--- config.mk ---
export PLATFORM = sky130hd
export DESIGN_NAME = cdb_arbiter_flat
export DESIGN_NICKNAME = d
export VERILOG_FILES = /design/src/rtl/cdb_arbiter_if.sv /design/src/rtl/cdb_arbiter.sv /design/src/flat_wrapper.sv
export SDC_FILE = /design/constraint.sdc
export NUM_CORES = 1
export LEC_CHECK = 0
export BUFFER_PORTS_ARGS = -buffer_cell sky130_fd_sc_hd__buf_2
export CORE_MARGIN = 10
export CORE_UTILIZATION = 40
export DETAILED_ROUTE_END_ITERATION = 8
export PLACE_DENSITY = 0.9
export SETUP_SLACK_MARGIN = 0.3
export SLEW_MARGIN = 20
export SYNTH_ARGS = -nofsm -noshare
export SYNTH_HDL_FRONTEND = slang
export SYNTH_SLANG_ARGS = --single-unit
export TNS_END_PERCENT = 1
--- constraint.sdc ---
create_clock -name clk -period 2.15 [get_ports clk]
set_clock_uncertainty 0.1 [all_clocks]
set_input_delay 0.5375 -clock clk [delete_from_list [all_inputs] [get_ports clk]]
set_output_delay 0.5375 -clock clk [all_outputs]
set_load 0.005 [all_outputs]
--- src/rtl/cdb_arbiter_if.sv ---
// Result-bus bundle between the producer channels, the CDB arbiter and the
// broadcast consumers. The master side drives results; the slave side
// (the arbiter) returns grants and the registered broadcast.
interface cdb_arbiter_if #(
  parameter int NUM_SRC = 6,
  parameter int DATA_W  = 32,
  parameter int TAG_W   = 4
);
  localparam int SRC_W = $clog2(NUM_SRC);

  logic [NUM_SRC-1:0]        src_valid;
  logic [NUM_SRC*DATA_W-1:0] src_data;
  logic [NUM_SRC*TAG_W-1:0]  src_tag;
  logic [NUM_SRC-1:0]        src_ready;
  logic                      cdb_valid;
  logic [DATA_W-1:0]         cdb_data;
  logic [TAG_W-1:0]          cdb_tag;
  logic [SRC_W-1:0]          cdb_src;
  logic [15:0]               stall_cnt;

  modport master (
    output src_valid, src_data, src_tag,
    input  src_ready, cdb_valid, cdb_data, cdb_tag, cdb_src, stall_cnt
  );

  modport slave (
    input  src_valid, src_data, src_tag,
    output src_ready, cdb_valid, cdb_data, cdb_tag, cdb_src, stall_cnt
  );
endinterface

--- src/rtl/cdb_arbiter.sv ---
// Common data bus arbiter: picks one producer channel per cycle, broadcasts
// its data/tag/index from a single output register one cycle after accept,
// and counts contended cycles in a saturating 16-bit counter.
// Build option: define CDB_RR_EN for round-robin arbitration; without it the
// lowest valid channel index always wins (fixed priority).
module cdb_arbiter #(
  parameter int NUM_SRC = 6,
  parameter int DATA_W  = 32,
  parameter int TAG_W   = 4
) (
  input  logic          clk,
  input  logic          rst,
  cdb_arbiter_if.slave  bus
);
  localparam int SRC_W = $clog2(NUM_SRC);

  logic [NUM_SRC-1:0] grant;
  logic [SRC_W-1:0]   grant_idx;
  logic               grant_any;
  logic               contended;

`ifdef CDB_RR_EN
  logic [SRC_W-1:0] rr_ptr;

  // Round-robin search starting at rr_ptr, first valid channel wins.
  always_comb begin
    int idx;
    // NOTE: every combinational output gets a default first so no path leaves it unassigned (no latch).
    grant     = '0;
    grant_idx = '0;
    grant_any = 1'b0;
    idx       = 0;
    for (int k = 0; k < NUM_SRC; k++) begin
      idx = (int'(rr_ptr) + k) % NUM_SRC;
      if (!grant_any && bus.src_valid[idx]) begin
        grant[idx] = 1'b1;
        grant_idx  = SRC_W'(idx);
        grant_any  = 1'b1;
      end
    end
  end

  // Pointer moves past the winner on each grant and holds otherwise.
  always_ff @(posedge clk) begin
    // NOTE: sequential state uses non-blocking assignments so all flops update together on the edge.
    if (rst) begin
      rr_ptr <= '0;
    end else if (grant_any) begin
      rr_ptr <= (grant_idx == SRC_W'(NUM_SRC - 1)) ? '0 : grant_idx + 1'b1;
    end
  end
`else
  // Fixed priority: lowest valid index wins.
  always_comb begin
    grant     = '0;
    grant_idx = '0;
    grant_any = 1'b0;
    for (int k = 0; k < NUM_SRC; k++) begin
      if (!grant_any && bus.src_valid[k]) begin
        grant[k]  = 1'b1;
        grant_idx = SRC_W'(k);
        grant_any = 1'b1;
      end
    end
  end
`endif

  // More than one requester means at least one valid channel goes ungranted.
  assign contended = (bus.src_valid & (bus.src_valid - 1'b1)) != '0;

  // Nothing is accepted while reset is held.
  assign bus.src_ready = rst ? '0 : grant;

  // Single broadcast register: loaded on a grant, zeroed in idle cycles.
  always_ff @(posedge clk) begin
    if (rst || !grant_any) begin
      bus.cdb_valid <= 1'b0;
      bus.cdb_data  <= '0;
      bus.cdb_tag   <= '0;
      bus.cdb_src   <= '0;
    end else begin
      bus.cdb_valid <= 1'b1;
      bus.cdb_data  <= bus.src_data[grant_idx*DATA_W +: DATA_W];
      bus.cdb_tag   <= bus.src_tag[grant_idx*TAG_W +: TAG_W];
      bus.cdb_src   <= grant_idx;
    end
  end

  // Saturating count of contended cycles.
  always_ff @(posedge clk) begin
    if (rst) begin
      bus.stall_cnt <= '0;
    end else if (contended && bus.stall_cnt != 16'hFFFF) begin
      bus.stall_cnt <= bus.stall_cnt + 16'd1;
    end
  end
endmodule

--- src/flat_wrapper.sv ---
// flat-port wrapper written by rule: the top's interface ports become plain ports
module cdb_arbiter_flat 
#(
  parameter int NUM_SRC = 6,
  parameter int DATA_W  = 32,
  parameter int TAG_W   = 4
)
  (clk, rst, bus_src_valid, bus_src_data, bus_src_tag, bus_src_ready, bus_cdb_valid, bus_cdb_data, bus_cdb_tag, bus_cdb_src, bus_stall_cnt);
  cdb_arbiter_if #(.NUM_SRC(NUM_SRC), .DATA_W(DATA_W), .TAG_W(TAG_W)) bus_i ();
  input  logic clk;
  input  logic rst;
  input wire logic [$bits(bus_i.src_valid)-1:0] bus_src_valid;
  input wire logic [$bits(bus_i.src_data)-1:0] bus_src_data;
  input wire logic [$bits(bus_i.src_tag)-1:0] bus_src_tag;
  output wire logic [$bits(bus_i.src_ready)-1:0] bus_src_ready;
  output wire logic [$bits(bus_i.cdb_valid)-1:0] bus_cdb_valid;
  output wire logic [$bits(bus_i.cdb_data)-1:0] bus_cdb_data;
  output wire logic [$bits(bus_i.cdb_tag)-1:0] bus_cdb_tag;
  output wire logic [$bits(bus_i.cdb_src)-1:0] bus_cdb_src;
  output wire logic [$bits(bus_i.stall_cnt)-1:0] bus_stall_cnt;
  assign bus_i.src_valid = bus_src_valid;
  assign bus_i.src_data = bus_src_data;
  assign bus_i.src_tag = bus_src_tag;
  assign bus_src_ready = bus_i.src_ready;
  assign bus_cdb_valid = bus_i.cdb_valid;
  assign bus_cdb_data = bus_i.cdb_data;
  assign bus_cdb_tag = bus_i.cdb_tag;
  assign bus_cdb_src = bus_i.cdb_src;
  assign bus_stall_cnt = bus_i.stall_cnt;
  cdb_arbiter #(.NUM_SRC(NUM_SRC), .DATA_W(DATA_W), .TAG_W(TAG_W)) u_core (.clk(clk), .rst(rst), .bus(bus_i));
endmodule
======== After elaboration in Yosys (flattened, before gate mapping) ========
Index checks and enable logic that the tools add are counted.
operators by class
  mux-type cells .......................... 18
  multiply operators ...................... 0
  bitwise logic cells ..................... 1
  order comparisons ....................... 0
  add/sub/neg operators ................... 2
  reduce and logical (&&, ||, !) cells .... 14
  equal/unequal tests ..................... 1
  div/mod/pow operators ................... 0
  shift operators ......................... 2
operator list
  cell                     number
  $shiftx A192 B9 Y32      1
  $shiftx A24 B6 Y4        1
  $add A16 B1 Y16 const B  1
  $ne A16 B16 Y1 const B   1
  $mux W1                  13
  $and A6 B6 Y6            1
  $logic_and A1 B1 Y1      6
  $logic_not A1 Y1         6
  $mux W3                  2
  $mux W6                  1
  $reduce_bool A6 Y1       1
  $sub A6 B1 Y6 const B    1
  $mux W2                  2
  $logic_or A1 B1 Y1       1
word-level totals
  bits of input ports ..................... 224
  memories kept ........................... 0
  RAM bits ................................ 0
  bits in latches ......................... 0
  bits in read-only memories .............. 0
  output and inout bits ................... 62
  word-level logic and storage cells ...... 43
  bits in registers ....................... 56

======== Longest topological paths before layout ========
Gate-level depths: netlist (run 1).
  depth in word-level cells ............... 19
  gate-level depth with buffers ........... 8
  mapped depth without buffers ............ 6

======== Worst setup path after synthesis (run 1) ========
No wires, ideal clock.
  path type ............................... input to register
  start point ............................. in bus_src_valid[5]
  end point ............................... reg u_core.bus.stall_cnt[8]
  data arrival time ....................... 1.843 ns
  required time ........................... 1.979 ns
  cell stages on the path ................. 6
  setup slack ............................. 0.136 ns
  library setup time ...................... 0.071 ns
  buffers on the path ..................... 1
  cells stage by stage .................... buf_4 -> nor3_1 -> o311ai_4 -> o211ai_4 -> or4_1 -> a21oi_1
between the ends
  longest elaborated chain between the ends .. 4
RTL lines
  element                line                  text
  from (decl)            flat_wrapper.sv:12    input wire logic [$bits(bus_i.src_valid)-1:0] bus_src_valid;
  $sub A6 B1 Y6          cdb_arbiter.sv:69     assign contended = (bus.src_valid & (bus.src_valid - 1'b1)) != '0;
  $and A6 B6 Y6 *        cdb_arbiter.sv:69
  $reduce_bool A6 Y1 *   cdb_arbiter.sv:69
  $logic_and A1 B1 Y1 *  cdb_arbiter.sv:93     end else if (contended && bus.stall_cnt != 16'hFFFF) begin
  to (signal assigned)   cdb_arbiter.sv:94     bus.stall_cnt <= bus.stall_cnt + 16'd1;
  to (decl)              cdb_arbiter_if.sv:28  output src_ready, cdb_valid, cdb_data, cdb_tag, cdb_src, stall_cnt
Every way passes the cells marked *; elsewhere a longest branch is shown, timed or not.
A chain may end at the register's enable or synchronous reset.

======== Worst setup path after layout (run 1) ========
  start point ............................. in bus_src_valid[3]
  end point ............................... out bus_src_ready[5]
between the ends
  longest elaborated chain between the ends .. 9
RTL lines
  element                line                text
  $logic_and A1 B1 Y1 *  cdb_arbiter.sv:59   if (!grant_any && bus.src_valid[k]) begin
  $mux W1 *              cdb_arbiter.sv:59
  $logic_not A1 Y1       cdb_arbiter.sv:59
  $logic_and A1 B1 Y1    cdb_arbiter.sv:59
  $mux W1 *              cdb_arbiter.sv:59
  $logic_not A1 Y1 *     cdb_arbiter.sv:59
  $logic_and A1 B1 Y1 *  cdb_arbiter.sv:59
  $mux W1 *              cdb_arbiter.sv:59
  $mux W6 *              cdb_arbiter.sv:72   assign bus.src_ready = rst ? '0 : grant;
  to (decl)              flat_wrapper.sv:15  output wire logic [$bits(bus_i.src_ready)-1:0] bus_src_ready;
Marks and branches as above.

==> results of run 1 <==
-- state kept, by name, indices dropped and copies added, names as in the netlist --
register / count
u_core.bus.cdb_data: 32
u_core.bus.cdb_src: 3
u_core.bus.cdb_tag: 4
u_core.bus.cdb_valid: 1
u_core.bus.stall_cnt: 16
-- metrics by stage --
stage               power (mW)  cell area (um2)  hold slack (ns)
floorplan                 1.57             3780            0.380
finish                    2.62             5810            0.399
CTS                       2.63             5710            0.417
detailed placement        2.01             5590            0.405
global route              2.77             5800            0.418
global placement          1.99             5590            0.380
-- kinds of logic after synthesis --
logic type,count (synthesis),synth area share
simple gates,167,0.209
compound gates,142,0.303
flops,56,0.302
buf+inv,53,0.0705
mux,37,0.0999
xor+xnor,5,0.0118
fa+ha+maj,1,0.00337
-- layout make-up --
class,count,area [um2]
fill,763,3350
sequential,56,1140
inverter,7,26.3
tap,111,139
multi-input combinational,352,2430
timing repair buffer,331,1970
antenna,1,2.50
clock buffer,5,68.8
clock inverter,3,23.8
-- worst paths after layout --
check                          startpoint                  endpoint  slack [ns]  cells past startpoint
hold reg to reg   u_core.bus.stall_cnt[6]   u_core.bus.stall_cnt[6]        0.40                      2
hold / removal    u_core.bus.stall_cnt[6]   u_core.bus.stall_cnt[6]        0.40                      2
setup / recovery         bus_src_valid[3]          bus_src_ready[5]        0.07                      5
setup reg to reg  u_core.bus.stall_cnt[3]  u_core.bus.stall_cnt[13]        0.21                      6
-- worst min-delay path, cell delays in order, from the launching register on --
cell     delay [ns]
dfxtp_2        0.35
o31ai_1        0.07
a21oi_1        0.06
-- metal layers --
metal  wire length [um]  global-route usage  up-vias
li1                   -                   -     2354
met2               8640               0.397      263
met5                 13                   0        -
met4                222              0.0617        2
met1               6280               0.250     2273
met3               1580              0.0724       20
-- cells in the final DEF, fill, tap and decap left out, types with 2 or more instances in the layout --
cell,count
buf_2,280
nor2_1,45
dfxtp_1,45
nand2_1,41
nor3_1,37
mux2i_1,36
o211ai_1,36
o311a_1,36
o22ai_1,36
buf_4,32
buf_12,13
nand3_1,11
a21oi_1,10
dfxtp_2,8
inv_1,7
or3_1,6
buf_6,6
xor2_1,5
clkbuf_8,5
nand4_1,4
o21ai_0,4
o31ai_1,4
nor3_2,3
or4_1,3
dfxtp_4,3
and2_1,2
nor4_1,2
o21ai_4,2
nand2b_1,2
or2_2,2
o21ai_1,2
clkinvlp_4,2
-- power breakdown --
part,internal [mW],total (mW),switching (mW)
clock network,0.232,0.606,0.374
registers,1.10,1.13,0.0256
logic,0.462,0.883,0.421
-- repair_timing --
| action | 4_1_cts | 5_1_grt |
|---|---|---|
| hold buffers | 0 | 0 |
| resized for setup | 3 | 39 |
| pin swaps | 0 | 13 |
| cloned | 0 | 0 |
| setup buffers | 1 | 0 |
| endpoints found under the setup margin | 49 | 54 |
==> impl_metrics.csv, run 1 <==
group,metric,value,unit
drt,wirelength,16.7,mm
synthesis,synth_seq_cells,56,
sta,setup_slack,0.0731,ns
synthesis,synth_commonest_cells,"dfxtp_1, nor2_1, nand2_1, nor3_1, mux2i_1",
setup_path,path_cells,"buf_6 -> nor4_4 -> nor2b_4 -> and3_1 -> buf_2",
final_layout,syn_to_final_growth,56.6,%
sta,setup_viol,0,
drt,drc_errors,0,
synthesis,synth.most_common_cell,"dfxtp_1",
setup_path,cp_num_buf_inv,2,
final_layout,fin_util,0.634,
setup_path,critPathKind,"in -> out",
floorplan,start_util,0.405,
status,status,"complete, no violations",
final_layout,fin_nets,978,
cts,cts_tree,"built",
synthesis,yosys.area.top_type,"dfxtp_1",
synthesis,syn_nets,686,
floorplan,core,0.00915,mm2
floorplan,die_area,0.0135,mm2
sta,finalMaxSlewViolations,0,
worst_hold_path,holdCritPathClass,"reg -> reg",
drt,avgViaCountPerCell,5.67,
synthesis,syn_inst,461,
setup_path,cpPeakStageDelay,0.29,ns
drt,drt_iter0_drc,327,
synthesis,synthArstFlopShare,0,
setup_path,cp.arrival,1.44,ns
sta,tightestPinTransition,0.465,ns
final_layout,finalNonFillerCells,866,
cts,clock_path_buffers,2,
synthesis,yosysWarnings,0,
setup_path,worstSetupEndpointType,"primary output",
sta,period_share,0.966,
setup_path,crit_family,"simple AND/OR/NAND/NOR gates",
sta,period_minus_slack,2.08,ns
synthesis,synth_edf_count,0,
placed_design,post-place-ws,-0.144,ns
sta,relSlewSlack,0.689,
synthesis,avgSynthCellArea,8.04,um2
synthesis,synth_top_area_frac,0.302,
placed_design,gp_congestion,0.936,
floorplan,ioPinCount,286,
cts,clockRootBuffer,"clkbuf_8",
sta,hold_violations,0,
grt,grt_max_degree,45,
cts,worstSkewPairLatency,0.31,ns
synthesis,synth_area_leaders,"dfxtp_1, mux2i_1, o311a_1, o211ai_1, o22ai_1",
cts,cts_made_buffers,5,
setup_path,crit_slowest_cell,"nor4_4",
power_and_ir_drop,p_leak,2.87,nW
setup_path,worstSetupStartpointType,"input pin",
floorplan,dieHeight,116,um
grt,gr-total-overflow,0,
power_and_ir_drop,power-per-cell-area,451,mW/mm2
synthesis,syn-cell-area,0.00371,mm2
grt,grt_antenna_before_repair,1,
grt,grt_pass1_wl,24.6,mm
placed_design,hpwl,13.4,mm
floorplan,num_rows,35,
drt,dr.pass1.iters,4,
floorplan,die_w,116,um
final_layout,layout-drive-gt1-share,0.497,
sta,rsz0062_at_grt,"yes",
cts,cts.sinks,56,
cts,htreeDepth,2,
placed_design,io_buffer_count,285,
drt,wl_per_cell,19.3,um
synthesis,yosysSeqAreaShare,0.302,
grt,gr-usage-all-layers,0.224,
synthesis,synth_cell_type_count,44,
sta,fmax,0.481,GHz
cts,cts.clk_slew.worst_paths,0.12,ns
setup_path,cp_max_fo,4,
grt,grt_pass1_vias,4977,
drt,vias,4912,
sta,fin_setup_tns,0,ns
placed_design,numPlacedInstances,856,
drt,ant_nets,0,
synthesis,synthFlopType,"dfxtp_1",
run,drv_cap,0,
setup_path,crit_required,1.51,ns
power_and_ir_drop,irDropWorstVdd,271,uV
Power figures use the tool's default switching activity.
==> run 2, diff against run 1 <==
- SKIP_LAST_GASP: not set -> 1
- clock period: 2.15 -> 2 ns (I/O delays scaled with it)
==> impl_metrics.csv, run 2 (synthesis gave the netlist of run 1 again) <==
group,metric,value,unit
sta,setup_viol,1,
setup_path,cpPeakStageDelay,0.23,ns
placed_design,hpwl,14.0,mm
final_layout,reg_top3,"u_core.bus.cdb_data: 32 flops, u_core.bus.stall_cnt: 16 flops, u_core.bus.cdb_tag: 4 flops",
grt,grt_pass1_vias,5193,
run,drv_cap,0,
floorplan,die_area,0.0135,mm2
grt,grt_antenna_before_repair,1,
drt,drt_iter0_drc,415,
power_and_ir_drop,comb_power_share,0.330,
final_layout,largest_reg_flops,32,
power_and_ir_drop,p_int,2.07,mW
power_and_ir_drop,power-per-cell-area,499,mW/mm2
power_and_ir_drop,clock_power_share,0.257,
drt,avgViaCountPerCell,5.73,
final_layout,syn_to_final_growth,58.9,%
drt,drc_errors,0,
cts,cts.sinks,56,
worst_hold_path,min_from,"bus_src_data[168]",
grt,gr-total-overflow,0,
sta,hold_violations,0,
worst_hold_path,holdCritPathClass,"in -> reg",
floorplan,core,0.00915,mm2
setup_path,reg2reg_from,"u_core.bus.stall_cnt[4]",
sta,tightestPinTransition,0.562,ns
placed_design,gp_congestion,0.927,
floorplan,num_rows,35,
grt,grt_max_degree,33,
setup_path,crit_required,1.40,ns
grt,gr-usage-all-layers,0.237,
floorplan,dieHeight,116,um
floorplan,die_w,116,um
drt,vias,5031,
sta,period_share,1.01,
setup_path,startpoint,"bus_src_valid[2]",
setup_path,worstSetupStartpointType,"input pin",
cts,cts_tree,"built",
cts,cts.clk_slew.worst_paths,0.10,ns
power_and_ir_drop,p_sw_frac,0.296,
sta,finalMaxSlewViolations,0,
setup_path,cp_max_fo,3,
power_and_ir_drop,power.switching,0.870,mW
sta,fin_setup_tns,-0.0184,ns
grt,grt_pass1_wl,25.9,mm
final_layout,largest_register,"u_core.bus.cdb_data",
drt,dr.pass1.iters,5,
final_layout,fin_util,0.644,
sta,hold-worst-slack,0.386,ns
setup_path,worstSetupEndpointType,"primary output",
cts,worstSkewPairLatency,0.31,ns
final_layout,fin_nets,990,
power_and_ir_drop,fin_total_pwr,2.94,mW
cts,hold_buffers,0,
power_and_ir_drop,p_seq_frac,0.412,
power_and_ir_drop,p_leak,2.95,nW
setup_path,crit_slowest_cell,"nor4_4",
setup_path,cp.arrival,1.42,ns
cts,clock_path_buffers,2,
sta,rsz0062_at_grt,"yes",
sta,relSlewSlack,0.622,
setup_path,critPathKind,"in -> out",
floorplan,ioPinCount,286,
setup_path,path_cells,"buf_12 -> buf_6 -> nor4_4 -> nor2b_4 -> and3_1 -> buf_2",
status,status,"finished with violations",
final_layout,layout_common_cells,"buf_2, dfxtp_1, nor2_1, buf_4, nand2_1",
cts,clockRootBuffer,"clkbuf_8",
placed_design,io_buffer_count,285,
final_layout,final_common_cell,"buf_2",
cts,cts_made_buffers,5,
sta,fmax,0.495,GHz
power_and_ir_drop,irDropWorstVdd,392,uV
floorplan,start_util,0.405,
drt,wl_per_cell,19.7,um
drt,ant_nets,0,
cts,htreeDepth,2,
final_layout,layout-drive-gt1-share,0.479,
sta,period_minus_slack,2.02,ns
setup_path,cp_num_buf_inv,3,
status,violations,"setup timing",
setup_path,crit_family,"simple AND/OR/NAND/NOR gates",
drt,wirelength,17.3,mm
sta,setup_slack,-0.0184,ns
-- run 2: what timing repair did --
action	CTS	global route
setup endpoints to repair	56	57
gates resized for setup	12	0
gates cloned	0	0
setup buffers	4	0
pin swaps	2	0
-- run 2: power by group through the flow --
stage	registers [mW]	logic, mW	clock network (mW)
6_report	1.21	0.972	0.757
5_1_grt	1.22	1.05	0.812
4_1_cts	1.21	0.967	0.771
3_5_place_dp	1.24	0.949	0
3_3_place_gp	1.24	0.935	0
2_1_floorplan	1.25	0.440	0
-- run 2: layout make-up --
class,instances,area [um2]
repair buffers,343,2090
diodes,1,2.50
flip-flops and latches,56,1120
clock buffers,6,72.6
fillers,785,3260
inverters,7,26.3
clock inverters,2,35.0
multi-input cells,352,2400
well taps,111,139
-- run 2: worst paths after layout --
kind / to / slack [ns] / cells past startpoint
max: bus_src_ready[5] / -0.02 / 6
min: u_core.bus.cdb_data[8] / 0.39 / 3
max reg2reg: u_core.bus.stall_cnt[7] / 0.14 / 6
min reg2reg: u_core.bus.stall_cnt[6] / 0.42 / 2
-- run 2: worst min-delay path, cell delays in order --
cell and delay, ns:
buf_2 0.07, mux2i_1 0.05, o22ai_1 0.13
-- run 2: metal layers --
layer | routed length (um) | track usage | part of all wire | up-vias
met5 | 0 | 0 | 0 | -
met4 | 454 | 0.0801 | 0.026 | 0
met3 | 1630 | 0.0663 | 0.094 | 42
li1 | - | - | - | 2377
met1 | 6580 | 0.271 | 0.38 | 2294
met2 | 8630 | 0.415 | 0.50 | 318
-- run 2: stage by stage --
step	area, um2	std cells	setup WS, ns
2_1_floorplan	3780	461	0.0929
3_3_place_gp	5710	865	-0.197
3_5_place_dp	5710	865	-0.311
4_1_cts	5890	877	0.0223
5_1_grt	5890	878	-0.0998
6_report	5890	878	-0.0184
